**src/rtl/spi_byte_master_pkg.sv**
```systemverilog
// Shared types and constants for the single-byte SPI mode-0 master.
package spi_byte_master_pkg;

    localparam int unsigned WORD_W = 8;
    localparam int unsigned CDIV_W = 2;
    localparam int unsigned HCNT_W = 5;

    typedef enum logic [2:0] {
        IDLE,
        LEAD,
        HIGH,
        LOW,
        FIN
    } state_t;

    // Half-period of sck in clk cycles: 2, 4, 8 or 16.
    function automatic logic [HCNT_W-1:0] half_period(input logic [CDIV_W-1:0] cdiv);
        return HCNT_W'(2) << cdiv;
    endfunction

endpackage

```
**src/rtl/spi_byte_master_if.sv**
```systemverilog
// Host-side request/response and SPI pin bundle for spi_byte_master.
interface spi_byte_master_if;
    import spi_byte_master_pkg::*;

    logic              mlb;
    logic              start;
    logic [WORD_W-1:0] tdat;
    logic [CDIV_W-1:0] cdiv;
    logic              din;
    logic              ss;
    logic              sck;
    logic              dout;
    logic              done;
    logic [WORD_W-1:0] rdata;

    modport master (
        input  mlb,
        input  start,
        input  tdat,
        input  cdiv,
        input  din,
        output ss,
        output sck,
        output dout,
        output done,
        output rdata
    );

    modport slave (
        output mlb,
        output start,
        output tdat,
        output cdiv,
        output din,
        input  ss,
        input  sck,
        input  dout,
        input  done,
        input  rdata
    );

endinterface

```
**src/rtl/spi_half_period_timer.sv**
```systemverilog
// Down-counter for one sck phase: load H, tick while the count sits at zero.
module spi_half_period_timer
    import spi_byte_master_pkg::*;
(
    input  logic              clk,
    input  logic              rst,
    input  logic              load,
    input  logic [HCNT_W-1:0] period,
    output logic              tick
);

    logic [HCNT_W-1:0] cnt;

    always_ff @(posedge clk) begin
        if (rst) begin
            cnt <= '0;
        end else if (load) begin
            cnt <= period - 1'b1;
        end else if (cnt != '0) begin
            cnt <= cnt - 1'b1;
        end
    end

    assign tick = (cnt == '0);

endmodule

```
**src/rtl/spi_byte_master.sv**
```systemverilog
// Single-byte SPI mode-0 master: shifts tdat out on dout while capturing din into rdata.
module spi_byte_master
    import spi_byte_master_pkg::*;
(
    input  logic              clk,
    input  logic              rst,
    spi_byte_master_if.master bus
);

    state_t            state;
    logic              start_q;
    logic              start_edge;
    logic              mlb_q;
    logic [CDIV_W-1:0] cdiv_q;
    logic [WORD_W-1:0] tx_sr;
    logic [WORD_W-1:0] tx_shift;
    logic              tx_bit;
    logic [WORD_W-1:0] rx_sr;
    logic [WORD_W-1:0] rx_next;
    logic [3:0]        bcnt;
    logic              ss_q;
    logic              sck_q;
    logic              dout_q;
    logic              done_q;
    logic [WORD_W-1:0] rdata_q;
    logic              load;
    logic              tick;
    logic [HCNT_W-1:0] period;

    always_comb begin
        start_edge = bus.start & ~start_q;

        // Each phase reloads the timer on its last cycle; the IDLE reload uses the live cdiv
        // because the latched copy only becomes valid at that same edge.
        load = 1'b0;
        if (state == IDLE) begin
            load = start_edge;
        end else if (state inside {LEAD, HIGH, LOW}) begin
            load = tick;
        end
        period = (state == IDLE) ? half_period(bus.cdiv) : half_period(cdiv_q);

        tx_bit   = mlb_q ? tx_sr[WORD_W-1] : tx_sr[0];
        tx_shift = mlb_q ? {tx_sr[WORD_W-2:0], 1'b0} : {1'b0, tx_sr[WORD_W-1:1]};
        rx_next  = mlb_q ? {rx_sr[WORD_W-2:0], bus.din} : {bus.din, rx_sr[WORD_W-1:1]};
    end

    spi_half_period_timer u_timer (
        .clk    (clk),
        .rst    (rst),
        .load   (load),
        .period (period),
        .tick   (tick)
    );

    always_ff @(posedge clk) begin
        if (rst) begin
            state   <= IDLE;
            start_q <= 1'b0;
            mlb_q   <= 1'b0;
            cdiv_q  <= '0;
            tx_sr   <= '0;
            rx_sr   <= '0;
            bcnt    <= '0;
            ss_q    <= 1'b1;
            sck_q   <= 1'b0;
            dout_q  <= 1'b0;
            done_q  <= 1'b0;
            rdata_q <= '0;
        end else begin
            start_q <= bus.start;
            case (state)
                IDLE: begin
                    if (start_edge) begin
                        state  <= LEAD;
                        mlb_q  <= bus.mlb;
                        cdiv_q <= bus.cdiv;
                        bcnt   <= '0;
                        ss_q   <= 1'b0;
                        done_q <= 1'b0;
                        dout_q <= bus.mlb ? bus.tdat[WORD_W-1] : bus.tdat[0];
                        tx_sr  <= bus.mlb ? {bus.tdat[WORD_W-2:0], 1'b0}
                                          : {1'b0, bus.tdat[WORD_W-1:1]};
                    end
                end
                LEAD: begin
                    if (tick) begin
                        state <= HIGH;
                        sck_q <= 1'b1;
                        rx_sr <= rx_next;
                    end
                end
                HIGH: begin
                    if (tick) begin
                        state <= LOW;
                        sck_q <= 1'b0;
                        bcnt  <= bcnt + 1'b1;
                        // The last falling edge leaves dout on bit 7.
                        if (bcnt != 4'(WORD_W - 1)) begin
                            dout_q <= tx_bit;
                            tx_sr  <= tx_shift;
                        end
                    end
                end
                LOW: begin
                    if (tick) begin
                        if (bcnt == 4'(WORD_W)) begin
                            state   <= FIN;
                            ss_q    <= 1'b1;
                            done_q  <= 1'b1;
                            rdata_q <= rx_sr;
                        end else begin
                            state <= HIGH;
                            sck_q <= 1'b1;
                            rx_sr <= rx_next;
                        end
                    end
                end
                FIN: begin
                    state <= IDLE;
                end
                default: begin
                    state <= IDLE;
                end
            endcase
        end
    end

    assign bus.ss    = ss_q;
    assign bus.sck   = sck_q;
    assign bus.dout  = dout_q;
    assign bus.done  = done_q;
    assign bus.rdata = rdata_q;

endmodule

```
**src/flat_wrapper.sv**
```systemverilog
// flat-port wrapper written by rule: the top's interface ports become plain ports
module spi_byte_master_flat import spi_byte_master_pkg::*;
  (clk, rst, bus_mlb, bus_start, bus_tdat, bus_cdiv, bus_din, bus_ss, bus_sck, bus_dout, bus_done, bus_rdata);
  spi_byte_master_if bus_i ();
  input  logic clk;
  input  logic rst;
  input wire logic [$bits(bus_i.mlb)-1:0] bus_mlb;
  input wire logic [$bits(bus_i.start)-1:0] bus_start;
  input wire logic [$bits(bus_i.tdat)-1:0] bus_tdat;
  input wire logic [$bits(bus_i.cdiv)-1:0] bus_cdiv;
  input wire logic [$bits(bus_i.din)-1:0] bus_din;
  output wire logic [$bits(bus_i.ss)-1:0] bus_ss;
  output wire logic [$bits(bus_i.sck)-1:0] bus_sck;
  output wire logic [$bits(bus_i.dout)-1:0] bus_dout;
  output wire logic [$bits(bus_i.done)-1:0] bus_done;
  output wire logic [$bits(bus_i.rdata)-1:0] bus_rdata;
  assign bus_i.mlb = bus_mlb;
  assign bus_i.start = bus_start;
  assign bus_i.tdat = bus_tdat;
  assign bus_i.cdiv = bus_cdiv;
  assign bus_i.din = bus_din;
  assign bus_ss = bus_i.ss;
  assign bus_sck = bus_i.sck;
  assign bus_dout = bus_i.dout;
  assign bus_done = bus_i.done;
  assign bus_rdata = bus_i.rdata;
  spi_byte_master u_core (.clk(clk), .rst(rst), .bus(bus_i));
endmodule
```
**config.mk**
```make
export PLATFORM = sky130hd
export DESIGN_NAME = spi_byte_master_flat
export DESIGN_NICKNAME = d
export VERILOG_FILES = /design/src/rtl/spi_byte_master_pkg.sv /design/src/rtl/spi_byte_master_if.sv /design/src/rtl/spi_half_period_timer.sv /design/src/rtl/spi_byte_master.sv /design/src/flat_wrapper.sv
export SDC_FILE = /design/constraint.sdc
export NUM_CORES = 1
export LEC_CHECK = 0
export BUFFER_PORTS_ARGS = -buffer_cell sky130_fd_sc_hd__buf_2
export CAP_MARGIN = 20
export CORE_UTILIZATION = 55
export CTS_BUF_LIST = sky130_fd_sc_hd__clkbuf_2
export DETAILED_ROUTE_END_ITERATION = 8
export GPL_TIMING_DRIVEN = 0
export PLACE_DENSITY = 0.79
export SLEW_MARGIN = 20
export SYNTH_ARGS = -nofsm -noshare
export SYNTH_HDL_FRONTEND = slang
export SYNTH_SLANG_ARGS = --single-unit
```
**constraint.sdc**
```tcl
create_clock -name clk -period 5.3 [get_ports clk]
set_input_delay 1.59 -clock clk [delete_from_list [all_inputs] [get_ports clk]]
set_output_delay 1.59 -clock clk [all_outputs]
set_load 0.01 [all_outputs]
```
==> key figures, run 1 <==
Timing
  • Final hold vios: 0
  • F_max: 376 MHz
  • Finish-stage setup viols: 0
  • Unrepaired setup endpoints after global routing: false
  • Final Cycle Share: between 50% and 60%
  • Hold_ws: ~0.49 ns
  • Skew final: between 0.01 and 0.015 ns
  • Worst-Margin Slew: 0.764 ns
  • Minimum period implied by the final worst setup slack: between 2 and 3 ns
  • Slew Limit Fails: 0
  • Setup TNS: 0 ns
  • Relative slew slack: 48.4%

Clock tree
  • Clock Path Buffers: 2
  • Clock-pin slew on the worst setup and hold paths: 0.22 ns
  • # hold bufs at CTS: 0
  • # resized after CTS: 0
  • Root Buffer: clkbuf_2
  • CTS sink count: 44
  • Clk_lat worst skew: roughly 0.40 ns
  • Total CTS buffers: 5
  • Post-CTS Setup Inserts: 0
  • H-tree depth: 2
  • CTS tree: built

Setup path
  • Slowest CP cell: a41oi_1
  • CP required: about 5.6 ns
  • Slowest cell delay on critical path: approximately 0.60 ns
  • Reg-to-reg endpoint: u_core.tx_sr[7]
  • Startpoint Class: primary input
  • Crit path max fanout: 10
  • Setup crit start: bus_start
  • Crit path cell chain: buf_2 -> nor3b_1 -> a41oi_1 -> nor2_1 -> buf_2 -> nor2_1 -> a211oi_1
  • CP Class: in -> reg
  • Worst r2r src: u_core.u_timer.cnt[2]
  • CP arrival: roughly 3 ns
  • Reg2Reg Depth: 6
  • Worst setup EP type: flop
  • Reg2reg setup slack: approximately 3.2 ns

Power and ir drop
  • Maximum vdd ir drop: about 0.00022 V
  • Clock share of power: 20.2%
  • PwrDens: around 380 mW/mm^2
  • Comb pwr share: between 30% and 40%
  • Psw: about 330 uW
  • Internal power: about 590 uW
  • Register share of total power: 46.4%
  • Switching part of the total: a little over a third
  • Leak: about 0.97 nW

Placement
  • Port Buffer Count: 26
  • Post-detail-place hpwl: between 3 and 4 mm
  • Global placer's final weighted congestion: approximately 0.87
  • Post-DP Area: between 0.002 and 0.0025 sq mm
  • Placed cell count: approximately 320

Logic synthesis
  • Synthesized flop and latch total: 44
  • Avg Cell Area, Syn: 8.71 sq um
  • Top_reg_cell synth: dfxtp_1
  • Ys Warns: 0
  • Netlist cell types: 40
  • Gate Count Post-Synth: roughly 250
  • Syn Nets: approximately 270
  • Syn Std Cell Area: approximately 0.0022 sq mm
  • Post-synth EDFFs: 0
  • Post-synthesis sequential area ratio: roughly two fifths
  • FFs w/ async S/R, synth: 0%

Layout
  • Layout Nets: roughly 300
  • Layout cell share with drive strength beyond 1: between 15 and 20%
  • P&R area growth vs syn: 11.9%
  • Number of antenna repair diodes: 0
  • Final non-filler cell total: 331
  • Most common cell after layout, fill and taps aside: dfxtp_1
  • Post-Layout Inst Area: 0.00243 sq mm
  • Most frequent cells in the layout: 44 x dfxtp_1, 31 x buf_2, 25 x nor2_1, 25 x mux2i_1, 24 x a21oi_1

Hold path
  • Hold path depth: 2
  • Hold Path Class: reg -> reg
  • WHS Endpoint: u_core.cdiv_q[0]
  • Hold path start: u_core.cdiv_q[0]

Route
  • Final ANT Viol Nets: 0
  • DR vias/cell: around 5.7
  • Post-Route WL: around 4.5 mm
  • Total number of vias: 1890
  • 1st-iter DRT viols: ~150
  • Wire length per cell: roughly 14 microns
  • DR pass1 iterations: 4
  • Number of remaining DRC errors: 0

Global routing
  • Total track usage: between 20% and 30%
  • Largest net degree at the start of global routing: 15
  • Vias in the first global route: ~1800
  • Overflow after GRT: 0
  • Initial antenna violation count: 0
  • Global-route wire length before repair: between 7 and 8 mm

Floorplanning
  • Area of the die: 0.00420 sq mm
  • I/O pin count: 27
  • Starting Density: 58.4%
  • Die W: 64.8 microns
  • Row cnt: 22
  • Core Region: 0.00372 sq mm
  • Die Ht: approximately 65 microns

Status
  • Status: complete, no violations

Job
  • Max Cap Viol: 0
==> area by class of cell <==
| type | count | area (sq um) |
|---|---|---|
| clock inverters | 3 | 42.5 |
| plain buffers | 17 | 85.1 |
| inverters | 7 | 26.3 |
| flip-flops and latches | 44 | 881 |
| multi-input cells | 181 | 1180 |
| well taps | 48 | 60.1 |
| repair buffers | 26 | 130 |
| clock buffers | 5 | 25.0 |
| fillers | 341 | 1290 |
==> flip-flops by register name, summed over array words and instances (netlist names) <==
| signal | flops |
|---|---|
| u_core.bcnt | 4 |
| u_core.bus.ss | 1 |
| u_core.cdiv_q | 2 |
| u_core.start_q | 1 |
| u_core.bus.rdata | 8 |
| u_core.state | 3 |
| u_core.tx_sr | 8 |
| u_core.rx_sr | 8 |
| u_core.u_timer.cnt | 5 |
| u_core.mlb_q | 1 |
| u_core.bus.sck | 1 |
| u_core.bus.done | 1 |
| u_core.bus.dout | 1 |
==> worst max-delay path by stage <==
stage | end | cells past startpoint
2_1_floorplan | u_core.tx_sr[7] | 6
3_3_place_gp | u_core.tx_sr[7] | 7
3_5_place_dp | u_core.tx_sr[7] | 7
4_1_cts | u_core.tx_sr[0] | 6
5_1_grt | u_core.tx_sr[7] | 7
6_report | u_core.tx_sr[7] | 7
==> critical path, delay by kind of cell <==
kind	cells	cell delay, ns
AND/OR/NAND/NOR	3	0.37
AO/OA/AOI/OAI	2	0.65
buffers and inverters	2	0.34
==> metal layers <==
metal  wire [microns]  GRT usage (%)  vias up
met5                0              0        -
met4               50           8.89        0
li1                 -              -      962
met2             2250           38.3       36
met1             2040           28.5      886
met3              171           5.81        6
==> power groups by stage <==
stage | clock network (mW) | registers [mW] | logic [mW]
after floorplan | 0 | 0.424 | 0.244
after global placement | 0 | 0.433 | 0.300
after detailed placement | 0 | 0.435 | 0.306
after CTS | 0.189 | 0.428 | 0.308
after global routing | 0.206 | 0.435 | 0.343
final | 0.186 | 0.428 | 0.309
==> cells by family after synthesis <==
group                      Yosys count  share of synthesized area (%)
adders and majority gates            2                           1.15
AOI/OAI and AO/OA                   62                           18.3
muxes                               25                           11.5
DFF                                 44                           40.6
and+or+nand+nor                     89                           22.0
buffers and inverters               24                           5.14
xor gates and xnor gates             3                           1.21
==> cells in the mapped netlist, types with 2 or more instances <==
master	number	area share [%]
a211oi_1	18	6.2
a211oi_2	2	1.2
a21oi_1	24	5.5
a31oi_1	3	0.87
and3_1	2	0.58
buf_2	5	1.2
buf_4	2	0.69
clkbuf_1	8	1.4
dfxtp_1	44	41
ha_1	2	1.2
inv_1	7	1.2
mux2i_1	25	12
nand2_1	21	3.6
nand2b_1	2	0.58
nand3_1	5	1.2
nand3b_1	3	1.0
nor2_1	25	4.3
nor2b_1	9	2.6
nor3_1	5	1.2
nor3_2	2	0.92
nor3b_1	5	1.7
o21ai_0	9	2.1
or3_1	2	0.58
xor2_1	3	1.2
==> through the flow <==
step	util (%)	total power [mW]	setup WS (ns)
detailed placement	63.5	0.741	2.26
finish	65.3	0.923	2.64
global placement	63.5	0.733	2.33
CTS	65.3	0.924	2.69
floorplan	-	0.668	2.71
global route	65.3	0.984	2.60
(Power assumes the default switching activity.)
==> run 2: changes to the inputs <==
--- a/config.mk
+++ b/config.mk
@@ -5,6 +5,7 @@
 export SDC_FILE = /design/constraint.sdc
 export NUM_CORES = 1
 export LEC_CHECK = 0
+export ABC_AREA = 1
 export BUFFER_PORTS_ARGS = -buffer_cell sky130_fd_sc_hd__buf_2
 export CAP_MARGIN = 20
 export CORE_UTILIZATION = 55
==> constraint.sdc (replaced) <==
create_clock -name clk -period 2.8 [get_ports clk]
set_input_delay 0.84 -clock clk [delete_from_list [all_inputs] [get_ports clk]]
set_output_delay 0.84 -clock clk [all_outputs]
set_load 0.01 [all_outputs]
==> key figures, run 2 <==
Logic synthesis
  • Netlist cell types: 26 (-35%)
  • Gate Count Post-Synth: 322 (+29%)
  • FFs w/ async S/R, synth: 0% (unchanged)
  • Syn Std Cell Area: 0.00220 sq mm (+1.3%)
  • Synth Area in Simple Gates: 27.2% (+5.1 points)
  • Ys Warns: 0 (unchanged)
  • Post-synth EDFFs: 0 (unchanged)
  • Most instantiated cells after synthesis: 63 x nand2_1, 44 x dfxtp_1, 44 x nor2_1
  • Complex-gate fraction of the synthesized area: 21.2% (+2.9 points)
  • Top-count cell post-synth: nand2_1
  • Post-synthesis mux area share: 0.456% (-11 points)
  • Yosys top cell by area: dfxtp_1
  • Avg Cell Area, Syn: 6.82 sq um (-22%)
  • Synth top area cells: dfxtp_1 40%, nand2_1 11%, a21oi_1 8.4%
  • Synthesized flop and latch total: 44 (unchanged)
  • Top_reg_cell synth: dfxtp_1
  • Syn Nets: 339 (+27%)
  • Xor and xnor area share after synthesis: 0% (-1.2 points)
  • Yosys top cell area share: 40.1% (-0.51 points)
  • Largest family of logic cells by synthesized area: simple AND/OR/NAND/NOR gates
  • Post-Synth Adder-Cell Area: 1.14% (-0.014 points)
  • Post-synthesis sequential area ratio: 40.1% (-0.51 points)

Global routing
  • Largest net degree at the start of global routing: 14 (-1)
  • Global-route wire length before repair: 7.95 mm (+5.2%)
  • Total track usage: 23.9% (+0.75 points)
  • M2 GR Usage: 40.6% (+2.3 points)
  • Overflow after GRT: 0 (unchanged)
  • Initial antenna violation count: 0 (unchanged)
  • Met1 Use GR: 29.4% (+0.88 points)
  • Vias in the first global route: 1885 (+5.5%)
  • Routing usage on met3: 5.38% (-0.43 points)
  • Top Usage Layer GRT: met2

Power and ir drop
  • Leak: 1.10 nW (+13%)
  • Maximum vdd ir drop: 0.000458 V (+110%)
  • PwrDens: 746 mW/mm^2 (+96%)

Floorplanning
  • Starting Density: 58.7% (+0.31 points)
  • Core Region: 0.00374 sq mm (+0.74%)
  • I/O pin count: 27 (unchanged)
  • Die Ht: 65.2 microns (+0.61%)
  • Row cnt: 22 (unchanged)
  • Area of the die: 0.00425 sq mm (+1.2%)
  • Die W: 65.2 microns (+0.61%)

Clock tree
  • Total CTS buffers: 5 (unchanged)
  • H-tree depth: 2 (unchanged)
  • Root Buffer: clkbuf_2
  • CTS tree: built
  • # resized after CTS: 0 (unchanged)
  • Clk_lat worst skew: 0.42 ns (+0.02 ns)
  • # hold bufs at CTS: 0 (unchanged)
  • Clock-pin slew on the worst setup and hold paths: 0.22 ns (about the same)
  • CTS sink count: 44 (unchanged)
  • Clock Path Buffers: 2 (unchanged)
  • Post-CTS Setup Inserts: 0 (unchanged)

Timing
  • Setup TNS: 0 ns (unchanged)
  • Skew final: 0.0187 ns (+0.00732 ns)
  • Final hold vios: 0 (unchanged)
  • Final Cycle Share: 69.4%
  • Minimum period implied by the final worst setup slack: a little under 2 ns
  • Relative slew slack: 69.0% (+21 points)
  • Unrepaired setup endpoints after global routing: false
  • Worst-Margin Slew: 0.465 ns (-0.299 ns)
  • Setup ws final: 0.857 ns (-1.78 ns)
  • F_max: around 510 MHz
  • Finish-stage setup viols: 0 (unchanged)
  • Slew Limit Fails: 0 (unchanged)

Layout
  • Most common cell after layout, fill and taps aside: nand2_1
  • Final Util: 64.5% (-0.78 points)
  • Most frequent cells in the layout: 63 x nand2_1, 44 x nor2_1, 44 x dfxtp_1
  • Reg area: 881 sq um (unchanged)
  • P&R area growth vs syn: 9.97%
  • Layout cell share with drive strength beyond 1: 13.3% (-5.1 points)
  • Number of antenna repair diodes: 0 (unchanged)
  • # fillers: 359 (+5.3%)
  • Layout Nets: 370 (+24%)
  • Area of the multi-input gates: 0.00110 sq mm (-6.7%)

Setup path
  • Worst setup EP type: flop
  • CP required: 3.18 ns (-2.41 ns)
  • Reg2Reg Depth: 8 (+2)
  • Reg-to-reg endpoint: u_core.rx_sr[6]
  • Startpoint Class: flop
  • Reg2reg setup slack: 0.86 ns (-2.34 ns)
  • CP arrival: 2.32 ns (-0.63 ns)
  • Worst r2r src: u_core.u_timer.cnt[0]
  • CP Class: reg -> reg
  • Crit path max fanout: 10 (unchanged)

Route
  • Total number of vias: 2136 (+13%)
  • Final ANT Viol Nets: 0 (unchanged)
  • DR pass1 iterations: 4 (unchanged)
  • 1st-iter DRT viols: 93 (-38%)
  • DR vias/cell: 5.31 (-6.9%)
  • Post-Route WL: 4.63 mm (+2.7%)
  • Wire length per cell: 11.5 microns (-15%)
  • Number of remaining DRC errors: 0 (unchanged)

Hold path
  • Hold path start: u_core.bus.ss
  • Hold path depth: 2 (unchanged)
  • Hold Path Class: reg -> reg
  • WHS Endpoint: u_core.bus.ss

Job
  • Max Cap Viol: 0 (unchanged)

Placement
  • Global placer's final weighted congestion: 0.829 (-4.8%)
  • Port Buffer Count: 24 (-7.7%)
  • Pre-CTS WS: 0.615 ns (-1.64 ns)
  • Post-detail-place hpwl: 3.44 mm (+7.2%)

Status
  • Status: complete, no violations
run 2: cell count changes after synthesis, moves of 9 or more:
cell,delta
inv_1,+35
a21oi_1,+13
o21ai_0,+27
nor2_1,+19
a211oi_1,-18
nor2b_1,-9
nand2_1,+42
mux2i_1,-24
run 2: worst max-delay path by stage:
stage / startpoint / to / slack [ns] / depth (start not counted)
after floorplan: bus_start / u_core.bus.dout / 0.99 / 9
after global placement: bus_start / u_core.u_timer.cnt[4] / 0.65 / 10
after detailed placement: bus_start / u_core.u_timer.cnt[4] / 0.61 / 10
after CTS: u_core.u_timer.cnt[0] / u_core.rx_sr[6] / 0.84 / 8
after global routing: u_core.state[1] / u_core.u_timer.cnt[3] / 0.61 / 9
final: u_core.u_timer.cnt[0] / u_core.rx_sr[6] / 0.86 / 8
run 2: worst max-delay path, stage by stage (launching register included):
cell	delay, ns
dfxtp_1	0.36
nor2_1	0.19
nand3_2	0.24
nor2_1	0.23
o21ai_1	0.16
nor2_2	0.28
buf_4	0.23
o21ai_0	0.09
a21oi_1	0.13
run 2: metal layers:
metal,vias up,part of all wire (%)
met5,-,0
met4,0,1.3
met3,5,3.5
met2,37,46
met1,987,49
li1,1107,-
run 2: layout make-up:
cell class / instances / share of cell area, %
timing repair buffer: 24 / 4.97
multi-input combinational: 223 / 45.4
clock inverter: 3 / 0.570
inverter: 45 / 6.99
sequential: 44 / 36.5
clock buffer: 5 / 1.04
buffer: 10 / 2.02
tap: 48 / 2.49
run 2: cells by family after synthesis:
kind of cell / Yosys count
simple gates: 136
mux: 1
flops: 44
fa+ha+maj: 2
buf+inv: 55
compound gates: 84
run 2: report_power, final:
part           internal [mW]  total [mW]  switching, mW
combinational          0.239       0.732          0.494
clock                 0.0560       0.261          0.205
sequential             0.743       0.809         0.0651
total                   1.04        1.80          0.764
run 2: stage by stage:
stage | cells | hold slack, ns | cell area (sq um) | power, mW
after detailed placement | 394 | 0.454 | 2380 | 1.55
after global placement | 394 | 0.448 | 2380 | 1.53
final | 402 | 0.486 | 2410 | 1.80
after CTS | 402 | 0.491 | 2410 | 1.81
after global routing | 402 | 0.529 | 2410 | 1.96
after floorplan | 322 | 0.442 | 2200 | 1.38
==> run 3: changes to the inputs <==
--- a/config.mk
+++ b/config.mk
@@ -5,7 +5,7 @@
 export SDC_FILE = /design/constraint.sdc
 export NUM_CORES = 1
 export LEC_CHECK = 0
-export ABC_AREA = 1
+export ABC_AREA = 0
 export BUFFER_PORTS_ARGS = -buffer_cell sky130_fd_sc_hd__buf_2
 export CAP_MARGIN = 20
 export CORE_UTILIZATION = 55
==> constraint.sdc (replaced) <==
create_clock -name clk -period 2.02 [get_ports clk]
set_input_delay 0.606 -clock clk [delete_from_list [all_inputs] [get_ports clk]]
set_output_delay 0.606 -clock clk [all_outputs]
set_load 0.01 [all_outputs]
==> key figures, run 3 (synthesis results as in run 1) <==
Setup path
  • CP required: 2.36 ns (-0.82 ns)
  • Slowest cell delay on critical path: 0.58 ns (+0.22 ns)
  • Critical path's top delay family: simple AND/OR/NAND/NOR gates
  • Crit path cell chain: or4_4 -> nor4_4 -> buf_4 -> nor3_1 -> a221o_1 -> a21oi_1
  • Crit path buffers/inverters: 1 (unchanged)
  • Worst r2r src: u_core.u_timer.cnt[2]
  • Worst setup EP type: flop
  • Reg2Reg Depth: 6 (-2)
  • Startpoint Class: flop
  • Setup crit start: u_core.u_timer.cnt[2]
  • Slowest CP cell: or4_4
  • WP depth: 6 (-2)
  • CP Class: reg -> reg
  • Crit path max fanout: 4 (-6)
  • CP arrival: 2.30 ns (-0.02 ns)

Global routing
  • Initial antenna violation count: 0 (unchanged)
  • Global-route wire length before repair: 7.59 mm (-4.5%)
  • Total track usage: 23.2% (-0.68 points)
  • Largest net degree at the start of global routing: 15 (+1)
  • Vias in the first global route: 1794 (-4.8%)
  • Overflow after GRT: 0 (unchanged)

Route
  • Total number of vias: 1892 (-11%)
  • DR vias/cell: 5.68 (+6.9%)
  • Number of remaining DRC errors: 0 (unchanged)
  • 1st-iter DRT viols: 130 (+40%)
  • Post-Route WL: 4.58 mm (-1.2%)
  • Wire length per cell: 13.8 microns (+19%)
  • Final ANT Viol Nets: 0 (unchanged)
  • DR pass1 iterations: 4 (unchanged)

Timing
  • Relative slew slack: 59.7% (-9.3 points)
  • Finish-stage setup viols: 0 (unchanged)
  • Minimum period implied by the final worst setup slack: 1.95 ns (+0.0108 ns)
  • Worst-Margin Slew: 0.604 ns (+0.139 ns)
  • Slew Limit Fails: 0 (unchanged)
  • F_max: 512 MHz (-0.55%)
  • Final hold vios: 0 (unchanged)
  • Unrepaired setup endpoints after global routing: true
  • Setup TNS: 0 ns (unchanged)
  • Skew final: 0.0125 ns (-0.00618 ns)
  • Final Cycle Share: 96.7% (+27 points)

Floorplanning
  • Die Ht: 64.8 microns (-0.61%)
  • Row cnt: 22 (unchanged)
  • Starting Density: 58.4% (-0.31 points)
  • Core Region: 0.00372 sq mm (-0.74%)
  • Die W: 64.8 microns (-0.61%)
  • Area of the die: 0.00420 sq mm (-1.2%)
  • I/O pin count: 27 (unchanged)

Layout
  • Final Util: 66.4% (+1.9 points)
  • Final non-filler cell total: 333 (-17%)
  • Layout cell share with drive strength beyond 1: 20.4% (+7.1 points)
  • # fillers: 330 (-8.1%)
  • Most frequent cells in the layout: 41 x dfxtp_1, 31 x buf_2, 25 x nor2_1, 25 x mux2i_1, 24 x a21oi_1
  • Post-Layout Inst Area: 0.00247 sq mm (+2.2%)
  • Number of antenna repair diodes: 0 (unchanged)
  • Most common cell after layout, fill and taps aside: dfxtp_1
  • P&R area growth vs syn: 13.8%
  • Layout Nets: 301 (-19%)

Clock tree
  • CTS sink count: 44 (unchanged)
  • Clock-pin slew on the worst setup and hold paths: 0.22 ns (about the same)
  • Root Buffer: clkbuf_2
  • H-tree depth: 2 (unchanged)
  • Clk_lat worst skew: 0.39 ns (-0.03 ns)
  • Clock Path Buffers: 2 (unchanged)
  • # hold bufs at CTS: 0 (unchanged)
  • CTS tree: built
  • Total CTS buffers: 5 (unchanged)

Placement
  • Post-detail-place hpwl: 3.21 mm (-6.7%)
  • Placed cell count: 323 (-18%)
  • Global placer's final weighted congestion: 0.871 (+5.0%)
  • Post-DP Area: 0.00236 sq mm (-0.74%)
  • Port Buffer Count: 26 (+8.3%)

Power and ir drop
  • Maximum vdd ir drop: 0.000585 V (+28%)
  • Leak: 0.986 nW (-10%)
  • PwrDens: 1010 mW/mm^2 (+35%)

Status
  • Status: complete, no violations

Hold path
  • Hold Path Class: in -> reg
  • Hold path depth: 2 (unchanged)
  • Hold path start: bus_start

Job
  • Max Cap Viol: 0 (unchanged)
-- run 3: cell types whose count changed in the layout (fill, tap and decap cells not counted), moves of 13 or more --
cell | before | now
nand2_1 | 63 | 21
inv_1 | 42 | 7
o21ai_0 | 36 | 9
mux2i_1 | 1 | 25
nor2_1 | 44 | 25
a211oi_1 | 0 | 18
a21oi_1 | 37 | 24
-- run 3: worst reg2reg max path: stages (launching register included) --
cell	delay, ns
dfxtp_2	0.39
or4_4	0.58
nor4_4	0.34
buf_4	0.18
nor3_1	0.04
a221o_1	0.26
a21oi_1	0.11
-- run 3: worst paths after layout --
path	to	slack, ns
setup / recovery	u_core.u_timer.cnt[3]	0.07
hold / removal	u_core.start_q	0.45
setup reg to reg	u_core.u_timer.cnt[3]	0.07
hold reg to reg	u_core.bus.dout	0.49
-- run 3: cell type report --
cell class | count | area, sq um | share of cell area (%)
timing repair buffer | 28 | 145 | 5.88
clock inverter | 3 | 42.5 | 1.72
inverter | 7 | 26.3 | 1.06
tap | 48 | 60.1 | 2.43
clock buffer | 5 | 25.0 | 1.01
multi-input combinational | 181 | 1200 | 48.6
sequential | 44 | 885 | 35.9
buffer | 17 | 85.1 | 3.45
-- run 3: report_power, final --
group / switching [mW] / internal [mW]
Clock: 0.283 / 0.207
Sequential: 0.139 / 1.00
Combinational: 0.483 / 0.375
-- run 3: timing repair --
action / 4_1_cts / 5_1_grt
pin swaps: 0 / 1
gates resized for setup: 1 / 5
endpoints found under the hold margin: 0 / 0
setup endpoints to repair: 1 / 19
cloned: 0 / 0
setup buffers: 0 / 2
-- run 3: per-stage QoR --
stage / power, mW / worst slack, ns / hold slack (ns)
floorplan: 1.75 / 0.294 / 0.444
global placement: 1.92 / 0.0330 / 0.442
detailed placement: 1.94 / -0.0384 / 0.467
CTS: 2.43 / 0.0265 / 0.441
global route: 2.65 / -0.0116 / 0.401
finish: 2.49 / 0.0660 / 0.446
-- run 3: routing by layer --
metal	wire length [microns]	global-route usage, %
met3	154	5.81
met5	0	0
met1	2150	28.6
met2	2240	38.4
met4	38	8.89
